===== config.mk =====
export PLATFORM = sky130hd
export DESIGN_NAME = pcileech_tlp_tx_arb
export DESIGN_NICKNAME = d
export VERILOG_FILES = /design/src/rtl/pcileech_tlp_tx_arb.sv
export SDC_FILE = /design/constraint.sdc
export NUM_CORES = 1
export LEC_CHECK = 0
export CAP_MARGIN = 20
export CORE_AREA = 2 2 131 133
export DETAILED_ROUTE_END_ITERATION = 8
export DIE_AREA = 0 0 133 135
export GPL_ROUTABILITY_DRIVEN = 0
export PLACE_DENSITY = 0.74
export SETUP_SLACK_MARGIN = 0.5
export SLEW_MARGIN = 10
export SYNTH_ARGS = -nofsm -noshare
export SYNTH_HDL_FRONTEND = slang
export SYNTH_SLANG_ARGS = --single-unit

===== constraint.sdc =====
create_clock -name clk -period 3.6 [get_ports clk]
set_input_delay 0.9 -clock clk [delete_from_list [all_inputs] [get_ports clk]]
set_output_delay 0.9 -clock clk [all_outputs]
set_load 0.05 [all_outputs]

===== src/rtl/pcileech_tlp_tx_arb.sv =====
`default_nettype none
// ============================================================================
// Module   : pcileech_tlp_tx_arb
// Purpose  : Packet-granular round-robin arbiter that merges several 64-bit
//            AXI-stream TLP sources onto the single TX port of the PCIe core.
//            TLPs are never interleaved. Packets longer than PARAM_MAX_BEATS
//            are cut with a forced tlast and the rest of the packet is
//            drained. While the link is down, every source is flushed.
// Ports    : clk, rst (async, active-high)  - clock / reset
//            link_up                          - PCIe user link status
//            src_tdata/tkeep/tlast/tvalid     - per-source input streams
//            src_tready                       - per-source accept
//            m_tdata/tkeep/tlast/tvalid       - registered stream to the core
//            m_tready                         - core accept
//            grant                            - current owner index
//            busy                             - high in XFER or DRAIN
//            err_overlen                      - pulse on a truncated packet
//            pkt_cnt                          - TLPs delivered (mod 2^16)
// Revision : 1.0 - initial release
// ============================================================================
module pcileech_tlp_tx_arb #(
   parameter int PARAM_NUM_SRC   = 3,
   parameter int PARAM_MAX_BEATS = 130
) (
   input  logic                         clk,
   input  logic                         rst,
   input  logic                         link_up,
   input  logic [64*PARAM_NUM_SRC-1:0]  src_tdata,
   input  logic [8*PARAM_NUM_SRC-1:0]   src_tkeep,
   input  logic [PARAM_NUM_SRC-1:0]     src_tlast,
   input  logic [PARAM_NUM_SRC-1:0]     src_tvalid,
   output logic [PARAM_NUM_SRC-1:0]     src_tready,
   output logic [63:0]                  m_tdata,
   output logic [7:0]                   m_tkeep,
   output logic                         m_tlast,
   output logic                         m_tvalid,
   input  logic                         m_tready,
   output logic [2:0]                   grant,
   output logic                         busy,
   output logic                         err_overlen,
   output logic [15:0]                  pkt_cnt
);

   localparam logic [2:0] c_LAST_GRANT_RST = 3'(PARAM_NUM_SRC - 1);
   localparam logic [7:0] c_BEAT_LIMIT     = 8'(PARAM_MAX_BEATS - 1);

   typedef enum logic [1:0] {
      S_IDLE  = 2'd0,
      S_XFER  = 2'd1,
      S_DRAIN = 2'd2,
      S_FLUSH = 2'd3
   } state_t;

   state_t      r_state;
   state_t      w_state_nxt;

   logic [2:0]  r_grant;
   logic [2:0]  r_last_grant;
   logic [7:0]  r_beat_cnt;
   logic [63:0] r_tdata;
   logic [7:0]  r_tkeep;
   logic        r_tlast;
   logic        r_tvalid;
   logic        r_busy;
   logic        r_err_overlen;
   logic [15:0] r_pkt_cnt;

   logic        w_out_free;
   logic        w_sel_valid;
   logic        w_sel_last;
   logic [63:0] w_sel_data;
   logic [7:0]  w_sel_keep;
   logic        w_any_valid;
   logic        w_hi_found;
   logic [2:0]  w_hi_pick;
   logic [2:0]  w_lo_pick;
   logic [2:0]  w_rr_pick;
   logic        w_grant_load;
   logic        w_load;
   logic        w_overlen;
   logic        w_pkt_done;
   logic        w_abandon;

   // The output register can take a new beat when empty or emptying.
   assign w_out_free = !r_tvalid || m_tready;

   // Mux of the currently granted source.
   always_comb begin
      w_sel_valid = 1'b0;
      w_sel_last  = 1'b0;
      w_sel_data  = '0;
      w_sel_keep  = '0;
      for (int i = 0; i < PARAM_NUM_SRC; i++) begin
         if (r_grant == 3'(i)) begin
            w_sel_valid = src_tvalid[i];
            w_sel_last  = src_tlast[i];
            w_sel_data  = src_tdata[64*i +: 64];
            w_sel_keep  = src_tkeep[8*i +: 8];
         end
      end
   end

   // Round-robin pick: lowest valid index above last_grant wins, otherwise
   // the search wraps to the lowest valid index at or below last_grant.
   always_comb begin
      w_any_valid = |src_tvalid;
      w_hi_found  = 1'b0;
      w_hi_pick   = '0;
      w_lo_pick   = '0;
      for (int i = PARAM_NUM_SRC - 1; i >= 0; i--) begin
         if (src_tvalid[i]) begin
            if (3'(i) > r_last_grant) begin
               w_hi_found = 1'b1;
               w_hi_pick  = 3'(i);
            end else begin
               w_lo_pick  = 3'(i);
            end
         end
      end
      w_rr_pick = w_hi_found ? w_hi_pick : w_lo_pick;
   end

   // State register.
   always_ff @(posedge clk or posedge rst) begin
      if (rst) begin
         r_state <= S_IDLE;
      end else begin
         r_state <= w_state_nxt;
      end
   end

   // Next state, source ready and datapath strobes.
   always_comb begin
      w_state_nxt  = r_state;
      src_tready   = '0;
      w_grant_load = 1'b0;
      w_load       = 1'b0;
      w_overlen    = 1'b0;
      w_pkt_done   = 1'b0;
      w_abandon    = 1'b0;
      case (r_state)
         S_IDLE: begin
            if (!link_up) begin
               w_state_nxt = S_FLUSH;
            end else if (w_any_valid) begin
               w_grant_load = 1'b1;
               w_state_nxt  = S_XFER;
            end
         end
         S_XFER: begin
            for (int i = 0; i < PARAM_NUM_SRC; i++) begin
               src_tready[i] = (r_grant == 3'(i)) && w_out_free;
            end
            if (!link_up) begin
               // Core is resetting: drop the partial TLP, discard this beat
               // and sink the rest of the packet unless it just ended.
               w_abandon   = 1'b1;
               w_state_nxt = (w_sel_valid && w_out_free && w_sel_last) ? S_IDLE : S_DRAIN;
            end else if (w_sel_valid && w_out_free) begin
               w_load = 1'b1;
               if (w_sel_last) begin
                  w_pkt_done  = 1'b1;
                  w_state_nxt = S_IDLE;
               end else if (r_beat_cnt == c_BEAT_LIMIT) begin
                  w_overlen   = 1'b1;
                  w_pkt_done  = 1'b1;
                  w_state_nxt = S_DRAIN;
               end
            end
         end
         S_DRAIN: begin
            for (int i = 0; i < PARAM_NUM_SRC; i++) begin
               src_tready[i] = (r_grant == 3'(i));
            end
            if (w_sel_valid && w_sel_last) begin
               w_state_nxt = S_IDLE;
            end
         end
         S_FLUSH: begin
            src_tready = '1;
            if (link_up && !w_any_valid) begin
               w_state_nxt = S_IDLE;
            end
         end
         default: begin
            w_state_nxt = S_IDLE;
         end
      endcase
   end

   // Datapath and status registers.
   always_ff @(posedge clk or posedge rst) begin
      if (rst) begin
         r_grant       <= '0;
         r_last_grant  <= c_LAST_GRANT_RST;
         r_beat_cnt    <= '0;
         r_tdata       <= '0;
         r_tkeep       <= '0;
         r_tlast       <= 1'b0;
         r_tvalid      <= 1'b0;
         r_busy        <= 1'b0;
         r_err_overlen <= 1'b0;
         r_pkt_cnt     <= '0;
      end else begin
         if (w_grant_load) begin
            r_grant    <= w_rr_pick;
            r_beat_cnt <= '0;
         end else if (w_load) begin
            r_beat_cnt <= r_beat_cnt + 8'd1;
         end

         if (w_pkt_done) begin
            r_last_grant <= r_grant;
            r_pkt_cnt    <= r_pkt_cnt + 16'd1;
         end

         r_err_overlen <= w_overlen;

         if ((r_state == S_FLUSH) || w_abandon) begin
            r_tvalid <= 1'b0;
         end else if (w_load) begin
            r_tvalid <= 1'b1;
            r_tdata  <= w_sel_data;
            r_tkeep  <= w_sel_keep;
            r_tlast  <= w_sel_last || w_overlen;
         end else if (m_tready) begin
            r_tvalid <= 1'b0;
         end

         r_busy <= (w_state_nxt == S_XFER) || (w_state_nxt == S_DRAIN);
      end
   end

   assign m_tdata     = r_tdata;
   assign m_tkeep     = r_tkeep;
   assign m_tlast     = r_tlast;
   assign m_tvalid    = r_tvalid;
   assign grant       = r_grant;
   assign busy        = r_busy;
   assign err_overlen = r_err_overlen;
   assign pkt_cnt     = r_pkt_cnt;

endmodule
`default_nettype wire


==> results.json, run 1 <==
{
  "outcome": "complete, no violations",
  "vdd_ir_drop_max_mv": 0.583,
  "yosysTopAreaCellShare": 0.448,
  "drive_gt1_frac": 0.0576,
  "vias": 5809,
  "grt_max_degree": 88,
  "ant_nets": 0,
  "drtIter0Drc": 303,
  "slew_violations": 0,
  "die_w_um": 133,
  "max_slew.worst_pin.slew_ns": 0.838,
  "rr_worst_depth": 5,
  "syn_nets": 884,
  "cts_tree": "yes",
  "finalSetupTns_ns": 0,
  "hold-path-cell-count": 1,
  "synth_edf_count": 0,
  "drc": 0,
  "grt_overflow_total": 0,
  "avgRoutedWirePerCell_um": 16.4,
  "final_util": 0.587,
  "nets": 1179,
  "max_stage_delay_ns": 0.48,
  "worst-setup-path-type": "primary input to output pin",
  "antenna_found_initial": 1,
  "synth_common_cells": "dfrtp_1 (105), nor2_1 (87), nand2_1 (84)",
  "avgSynthCellArea_um2": 8.95,
  "timing.fmax_mhz": 329,
  "n_fill_cell": 1422,
  "seq_area_frac_synth": 0.453,
  "synthFlopType": "dfrtp_1",
  "fp-row-count": 47,
  "path_cells": "clkdlybuf4s50_1, nand2b_4, a21oi_4, o31ai_4, buf_12",
  "dieArea_um2": 18000,
  "finalWorstPathRequiredPeriod_ns": 3.04,
  "clk_pin_slew_worst_paths_ns": 0.08,
  "cts_buffers": 9,
  "cp.buffers_inverters": 2,
  "rrSetupSlack_ns": 1.16,
  "clockRootBuffer": "clkbuf_16",
  "clock_path_buffers": 2,
  "drt-pass1-iter-count": 5,
  "synth_cell_type_count": 47,
  "setup_viol": 0,
  "fp.dieH_um": 135,
  "synth_most_common_cell": "dfrtp_1",
  "grt_pass1_wl_um": 30200,
  "cpMaxStageDelayCell": "clkdlybuf4s50_1",
  "async_flop_share": 1.00,
  "reg2reg_from": "grant[0]",
  "crit_arrival_ns": 2.14,
  "crit_path_start": "m_tready",
  "hold_ws_ns": 0.474,
  "syn_area_um2": 5860,
  "clk_latency_ns": 0.35,
  "start_util": 0.357,
  "worst-path-max-fanout": 5,
  "finalCritPeriodShare": 0.845,
  "yosysWarnings": 0,
  "crit_path_end": "src_tready[2]",
  "fin_area_um2": 9620,
  "synth_top_cells_by_area": "dfrtp_1 (45%), mux2i_1 (12%), a21oi_1 (6.5%)",
  "track_usage": 0.211,
  "crit_cells": 5,
  "wirelength_um": 19300,
  "p_per_area_nw_per_um2": 806,
  "syn2layout_area_growth_pct": 64.2,
  "fp.coreArea_um2": 16400,
  "cp_top_family": "buffers and inverters",
  "avgViaCountPerCell": 4.94,
  "max_slew_margin": 0.441,
  "cap_violations": 0,
  "cp-end-kind": "output pin",
  "yosys.area.top_type": "dfrtp_1",
  "placed_cell_area_um2": 9300,
  "clock-sinks": 106,
  "clock_skew_ns": 0.00760,
  "cts_setup_buffers": 0,
  "first_global_vias": 5837,
  "rsz0062_at_grt": "no",
  "port_buffers": 322,
  "pin_count": 324,
  "p_leak_nw": 4.04,
  "r2r-end": "pkt_cnt[12]",
  "ys_ff_latch": 106,
  "dp_hpwl_um": 14500,
  "worstPathRequired_ns": 2.70,
  "ff_latch_area_um2": 2660,
  "multi_input_area_um2": 2970,
  "hold_path.class": "register to register",
  "finalHoldViolCount": 0,
  "htree_num_levels": 3,
  "cp-start-kind": "primary input",
  "netlist_instances": 655
}
==> flip-flops by register name, indices dropped and copies added, names as in the netlist <==
signal and cells:
m_tvalid 1, r_beat_cnt 8, m_tlast 1, err_overlen 1, pkt_cnt 16, m_tdata 64, busy 1, r_last_grant 2
grant 2, m_tkeep 8, r_state 2
==> layout by cell type (no fill, tap or decap), types with 2 or more instances in the layout <==
cell type and instances:
clkdlybuf4s50_1 319, dfrtp_1 103, nor2_1 87, nand2_1 84
a21oi_1 75, mux2i_1 73, o21ai_1 40, o21ai_0 37
xnor2_1 20, nand3_1 9, clkbuf_16 9, buf_12 8
inv_1 7, nand4_1 7, nor3_1 7, nor2b_1 6
and3_1 5, buf_4 5, mux2_2 4, inv_6 4
and4_1 3, ha_1 3, nand3_2 2, nor4_2 2
o211ai_1 2, o31ai_4 2, o31ai_1 2, clkinvlp_4 2
xor2_1 2, inv_8 2
==> power breakdown <==
part,internal [mW],switching [mW]
combinational,1.75,2.98
clock,0.491,0.503
sequential,1.64,0.393
total,3.88,3.87
==> cells by family (layout without fill, tap and decap cells) <==
| kind of cell | after synthesis | after routing | share of synthesized area |
|---|---|---|---|
| flip-flops | 106 | 106 | 0.453 |
| multiplexers | 77 | 77 | 0.132 |
| XOR/XNOR | 22 | 22 | 0.0329 |
| adder cells (fa/ha/maj) | 3 | 3 | 0.00641 |
| AND/OR/NAND/NOR | 220 | 220 | 0.165 |
| AO/OA/AOI/OAI | 170 | 170 | 0.160 |
| other | 1 | 2 | 0.000640 |
| buffers and inverters | 56 | 356 | 0.0504 |
==> through the flow <==
stage | std cells | power, mW | setup slack, ns
finish | 1176 | 7.75 | 0.557
CTS | 1175 | 7.81 | 0.539
detailed placement | 1159 | 6.77 | 0.455
global route | 1176 | 8.23 | 0.501
global placement | 1159 | 6.72 | 0.479
floorplan | 655 | 5.12 | 0.506
==> cell type report <==
cell class | count | share of cell area
multi-input cells | 493 | 0.309
diodes | 1 | 0.000260
repair buffers | 332 | 0.352
well taps | 220 | 0.0286
flip-flops and latches | 106 | 0.276
clock inverters | 7 | 0.00676
clock buffers | 9 | 0.0234
inverters | 8 | 0.00351
==> routing by layer <==
| layer | vias up | global-route usage | routed length (µm) |
|---|---|---|---|
| li1 | 2849 | - | - |
| met4 | 0 | 0.0681 | 313 |
| met1 | 2717 | 0.254 | 7860 |
| met3 | 23 | 0.0507 | 1300 |
| met2 | 220 | 0.374 | 9830 |
| met5 | - | 0 | 0 |
==> timing repair <==
item | CTS | global route
pin swaps | 1 | 0
hold buffers | 0 | 0
endpoints found under the setup margin | 3 | 3
gates resized for setup | 3 | 3
==> worst min-delay path by stage <==
stage                          from               to
floorplan           r_last_grant[0]  r_last_grant[0]
CTS                     pkt_cnt[15]      pkt_cnt[15]
global placement         m_tkeep[6]       m_tkeep[6]
detailed placement      m_tdata[61]      m_tdata[61]
finish                  pkt_cnt[15]      pkt_cnt[15]
global route            pkt_cnt[15]      pkt_cnt[15]
Note: power is estimated with default switching activity, not from simulation.
==> run 2: changes to the inputs <==
Settings changed: CORE_AREA 2 2 131 133 to 2 2 126 128, DIE_AREA 0 0 133 135 to 0 0 128 130, PLACE_DENSITY 0.74 to 0.76.
Clock period 3.6 ns to 2.8 ns, I/O delays scaled along.
==> run 2 against run 1 <==
Against the previous run: critical path depth fell by 4; largest power group unchanged; largest cell class unchanged; final cell count fell by 1.3%; clock power rose by 37%; utilization rose by 4.5 points.
==> results.json, run 2 (synthesis gave the netlist of run 1 again) <==
{
  "drt-pass1-iter-count": 4,
  "max_stage_delay_ns": 0.82,
  "cpMaxStageDelayCell": "clkdlybuf4s50_1",
  "fp.dieH_um": 130,
  "hold_ws_ns": 0.476,
  "hold-path-cell-count": 1,
  "clk_latency_ns": 0.34,
  "port_buffers": 322,
  "track_usage": 0.218,
  "start_util": 0.380,
  "clockRootBuffer": "clkbuf_16",
  "cts_buffers": 9,
  "crit_arrival_ns": 1.56,
  "whs_endpoint": "pkt_cnt[15]",
  "grt_max_degree": 96,
  "clock_skew_ns": 0.00834,
  "rrSetupSlack_ns": 0.75,
  "n_fill_cell": 1335,
  "fp.coreArea_um2": 15400,
  "wirelength_um": 18700,
  "outcome": "complete, no violations",
  "hold_path.class": "register to register",
  "slew_violations": 0,
  "finalHoldViolCount": 0,
  "worstPathRequired_ns": 2.10,
  "vdd_ir_drop_max_mv": 0.667,
  "first_global_vias": 5507,
  "finalCritPeriodShare": 0.806,
  "clk_pin_slew_worst_paths_ns": 0.07,
  "cts_tree": "yes",
  "clock_path_buffers": 2,
  "dp.cells": 1138,
  "r2r-end": "m_tdata[58]",
  "timing.fmax_mhz": 443,
  "final_common_cell": "clkdlybuf4s50_1",
  "avgRoutedWirePerCell_um": 16.1,
  "dp_hpwl_um": 14400,
  "cp_top_family": "buffers and inverters",
  "grt_overflow_total": 0,
  "die_w_um": 128,
  "pin_count": 324,
  "max_slew_margin": 0.465,
  "cp-end-kind": "output pin",
  "finalWorstPathRequiredPeriod_ns": 2.26,
  "drive_gt1_frac": 0.0722,
  "busiest_layer": "met2",
  "p_per_area_nw_per_um2": 1040,
  "vias": 5742,
  "grt_pass1_wl_um": 28300,
  "drc": 0,
  "ant_nets": 0,
  "fp-row-count": 46,
  "largest_reg_flops": 64,
  "nets": 1193,
  "syn2layout_area_growth_pct": 66.2,
  "reg2reg_from": "grant[1]",
  "fin_cells": 1161,
  "setup_viol": 0,
  "worst-setup-path-type": "register to output pin",
  "p_leak_nw": 4.31,
  "rsz0062_at_grt": "yes",
  "finalSetupTns_ns": 0,
  "drtIter0Drc": 245,
  "worst-path-max-fanout": 2,
  "htree_num_levels": 3,
  "use_met1": 0.257,
  "rr_worst_depth": 7,
  "path_cells": "clkdlybuf4s50_1",
  "layout_common_cells": "clkdlybuf4s50_1 (299), dfrtp_1 (103), nor2_1 (87), nand2_1 (84), a21oi_1 (75)",
  "cp-start-kind": "register",
  "grt_use_met2": 0.387,
  "cap_violations": 0,
  "cp.buffers_inverters": 1,
  "max_slew.worst_pin.slew_ns": 0.802,
  "hp-start": "pkt_cnt[15]",
  "cts-hold-fix-buffers": 0,
  "antenna_found_initial": 0,
  "gr-usage-met3": 0.0574,
  "dieArea_um2": 16600,
  "diodes": 0,
  "avgViaCountPerCell": 4.95,
  "clock-sinks": 106
}
run 2: what timing repair did:
item,in CTS,in global routing
pin swaps,3,4
resized for setup,16,12
cloned,0,0
hold endpoints to repair,0,0
buffers inserted,4,3
setup endpoints to repair,12,24
run 2: final cells by class:
type,instances,area [µm²],share of cell area
repair buffers,346,3490,0.358
multi-input cells,493,2990,0.307
flip-flops and latches,106,2660,0.273
clock buffers,11,243,0.0249
well taps,192,240,0.0247
clock inverters,5,78.8,0.00809
inverters,8,33.8,0.00347
run 2: how the worst max path moves through the flow:
stage          startpoint            end  slack [ns]  cells after the start
4_1_cts          m_tvalid       m_tvalid        0.50                      1
2_1_floorplan    grant[1]  src_tready[0]        0.24                      4
3_5_place_dp     m_tready  src_tready[1]        0.03                      5
6_report       m_tdata[3]     m_tdata[3]        0.54                      1
5_1_grt        r_state[0]  src_tready[0]        0.49                      3
3_3_place_gp     m_tready  src_tready[1]        0.06                      5
run 2: power breakdown:
| group | switching (mW) | internal, mW |
|---|---|---|
| Sequential | 0.407 | 2.12 |
| Combinational | 3.93 | 2.28 |
| Clock | 0.549 | 0.807 |
run 2: metal layers:
metal  vias up  wire, µm
met5         -         0
met4         0       404
met2       233      9360
met1      2613      7420
li1       2870         -
met3        26      1500
run 2: stage by stage:
step | worst slack [ns] | power [mW] | util | area (µm²)
floorplan | 0.239 | 6.64 | - | 5920
global placement | 0.0647 | 8.64 | 0.603 | 9300
detailed placement | 0.0276 | 8.72 | 0.603 | 9300
CTS | 0.499 | 10.2 | 0.627 | 9670
global route | 0.485 | 10.7 | 0.631 | 9740
finish | 0.543 | 10.1 | 0.631 | 9740
==> run 3: changes to the inputs <==
Settings changed: CORE_AREA 2 2 126 128 to 2 2 131 133, DIE_AREA 0 0 128 130 to 0 0 133 135, PLACE_DENSITY 0.76 to 0.74.
Clock period 2.8 ns to 2 ns, I/O delays scaled along.
==> run 3 against run 2 <==
Against the previous run: wire length rose by 19%; combinational power is 66% higher; via count is 9.1% higher; sequential share of layout area decreased by 2.3 points; worst hold slack better by 0.0031 ns; clock power is 37% higher; final cell count up 7.1%; critical path depth grew 6; register-to-register slack got worse by 0.70 ns; non-clock buffer count is 54 higher; power increased by 56%; clock skew up 0.0042 ns.
==> results.json, run 3 (synthesis gave the netlist of run 1 again) <==
{
  "cts_buffers": 9,
  "internal_power_mw": 8.10,
  "pwr-share-comb": 0.652,
  "fp.coreArea_um2": 16400,
  "nets": 1248,
  "wl_met3_um": 1690,
  "crit_arrival_ns": 2.19,
  "dp_hpwl_um": 14700,
  "antenna_found_initial": 0,
  "fp.dieH_um": 135,
  "power_mw": 15.8,
  "clk_pin_slew_worst_paths_ns": 0.08,
  "drt-pass1-iter-count": 4,
  "slew_violations": 0,
  "ant_nets": 0,
  "n_fill_cell": 1331,
  "vias": 6263,
  "outcome": "complete, no violations",
  "grt_overflow_total": 0,
  "top_layer": "met4",
  "multi_input_area_um2": 3390,
  "cts-hold-fix-buffers": 0,
  "syn2layout_area_growth_pct": 82.6,
  "avgViaCountPerCell": 5.04,
  "worst-setup-path-type": "register to register",
  "drtIter0Drc": 258,
  "clk_latency_ns": 0.35,
  "wl_met2_um": 11200,
  "worstPathRequired_ns": 2.23,
  "diodes": 0,
  "p_leak_nw": 4.79,
  "final_util": 0.652,
  "path_cells": "buf_6, mux2i_1, o22a_2, or2_4, buf_12, nand2_1, o21ai_1",
  "max_stage_delay_ns": 0.52,
  "wirelength_um": 22200,
  "wl_met1_um": 8860,
  "grt_max_degree": 73,
  "die_w_um": 133,
  "clock_path_buffers": 2,
  "fp-row-count": 47,
  "dieArea_um2": 18000,
  "worst-path-max-fanout": 34,
  "setup_viol": 0,
  "hold_path.class": "register to register",
  "start_util": 0.357,
  "final_common_cell": "clkdlybuf4s50_1",
  "switching_share": 0.487,
  "cp-end-kind": "register",
  "first_global_vias": 6028,
  "ff_latch_area_um2": 2670,
  "finalHoldViolCount": 0,
  "grt_pass1_wl_um": 32700,
  "vdd_ir_drop_max_mv": 0.755,
  "timing.fmax_mhz": 512,
  "cts_tree": "yes",
  "cp-start-kind": "register",
  "drc": 0,
  "avgRoutedWirePerCell_um": 17.8,
  "cpMaxStageDelayCell": "dfrtp_4",
  "clockPowerShare": 0.118,
  "rsz0062_at_grt": "yes",
  "htree_num_levels": 3,
  "p_per_area_nw_per_um2": 1470,
  "finalCritPeriodShare": 0.976,
  "port_buffers": 322,
  "largest_reg_flops": 64,
  "finalWorstPathRequiredPeriod_ns": 1.95,
  "p_switching_mw": 7.67,
  "seqPwrFrac": 0.230,
  "pin_count": 324,
  "clock-sinks": 106,
  "track_usage": 0.235,
  "drive_gt1_frac": 0.289,
  "dp.cells": 1187,
  "fin_cells": 1243,
  "layout_common_cells": "clkdlybuf4s50_1 (223), buf_4 (117), dfrtp_1 (92), nor2_1 (86), a21oi_1 (74)",
  "clockRootBuffer": "clkbuf_16",
  "cap_violations": 0,
  "clock_skew_ns": 0.0125
}
run 3: power groups by stage:
stage	sequential, mW	clock (mW)	combinational (mW)
floorplan	6.04	0	3.57
global placement	3.53	0	8.92
detailed placement	3.56	0	9.00
CTS	3.51	1.90	9.87
global route	3.73	1.98	10.9
finish	3.63	1.86	10.3
run 3: layout make-up:
| cell class | instances | share of cell area |
|---|---|---|
| clock buffers | 12 | 0.0240 |
| clock inverters | 3 | 0.00444 |
| inverters | 8 | 0.00316 |
| multi-input cells | 494 | 0.317 |
| flip-flops and latches | 106 | 0.250 |
| well taps | 220 | 0.0257 |
| repair buffers | 400 | 0.376 |
run 3: worst paths after layout:
| kind | to | cells after the start | startpoint | slack [ns] |
|---|---|---|---|---|
| max | m_tdata[57] | 7 | grant[0] | 0.05 |
| min | m_tkeep[2] | 2 | m_tkeep[2] | 0.48 |
| max reg2reg | m_tdata[57] | 7 | grant[0] | 0.05 |
| min reg2reg | m_tkeep[2] | 2 | m_tkeep[2] | 0.48 |
| max in group asynchronous | r_last_grant[1] | 3 | rst | 1.10 |
| min in group asynchronous | m_tdata[56] | 3 | rst | 0.62 |
run 3: stage by stage:
step / instance area (µm²) / hold slack [ns] / setup slack, ns / setup TNS (ns)
floorplan: 6130 / 0.497 / -0.0161 / -0.540
global placement: 9500 / 0.464 / -0.291 / -19.54
detailed placement: 9500 / 0.468 / -0.367 / -23.99
CTS: 10200 / 0.485 / 0.0413 / 0
global route: 10700 / 0.508 / -0.0209 / -0.188
finish: 10700 / 0.479 / 0.0478 / 0
run 3: what timing repair did:
action / 4_1_cts / 5_1_grt
resized for setup: 86 / 96
cloned: 7 / 5
pin swaps: 9 / 27
setup buffers: 20 / 9
endpoints found under the setup margin: 130 / 131
run 3: routing by layer:
| metal | vias to the layer above | GRT usage |
|---|---|---|
| li1 | 2989 | - |
| met3 | 39 | 0.0736 |
| met4 | 0 | 0.0597 |
| met5 | - | 0 |
| met2 | 258 | 0.403 |
| met1 | 2977 | 0.288 |
run 3: worst max-delay path: cells and delay by family (launching register included):
family	cells	cell delay, ns
muxes	1	0.11
and+or+nand+nor	2	0.45
buffers and inverters	2	0.36
DFF	1	0.52
AOI/OAI and AO/OA	2	0.37
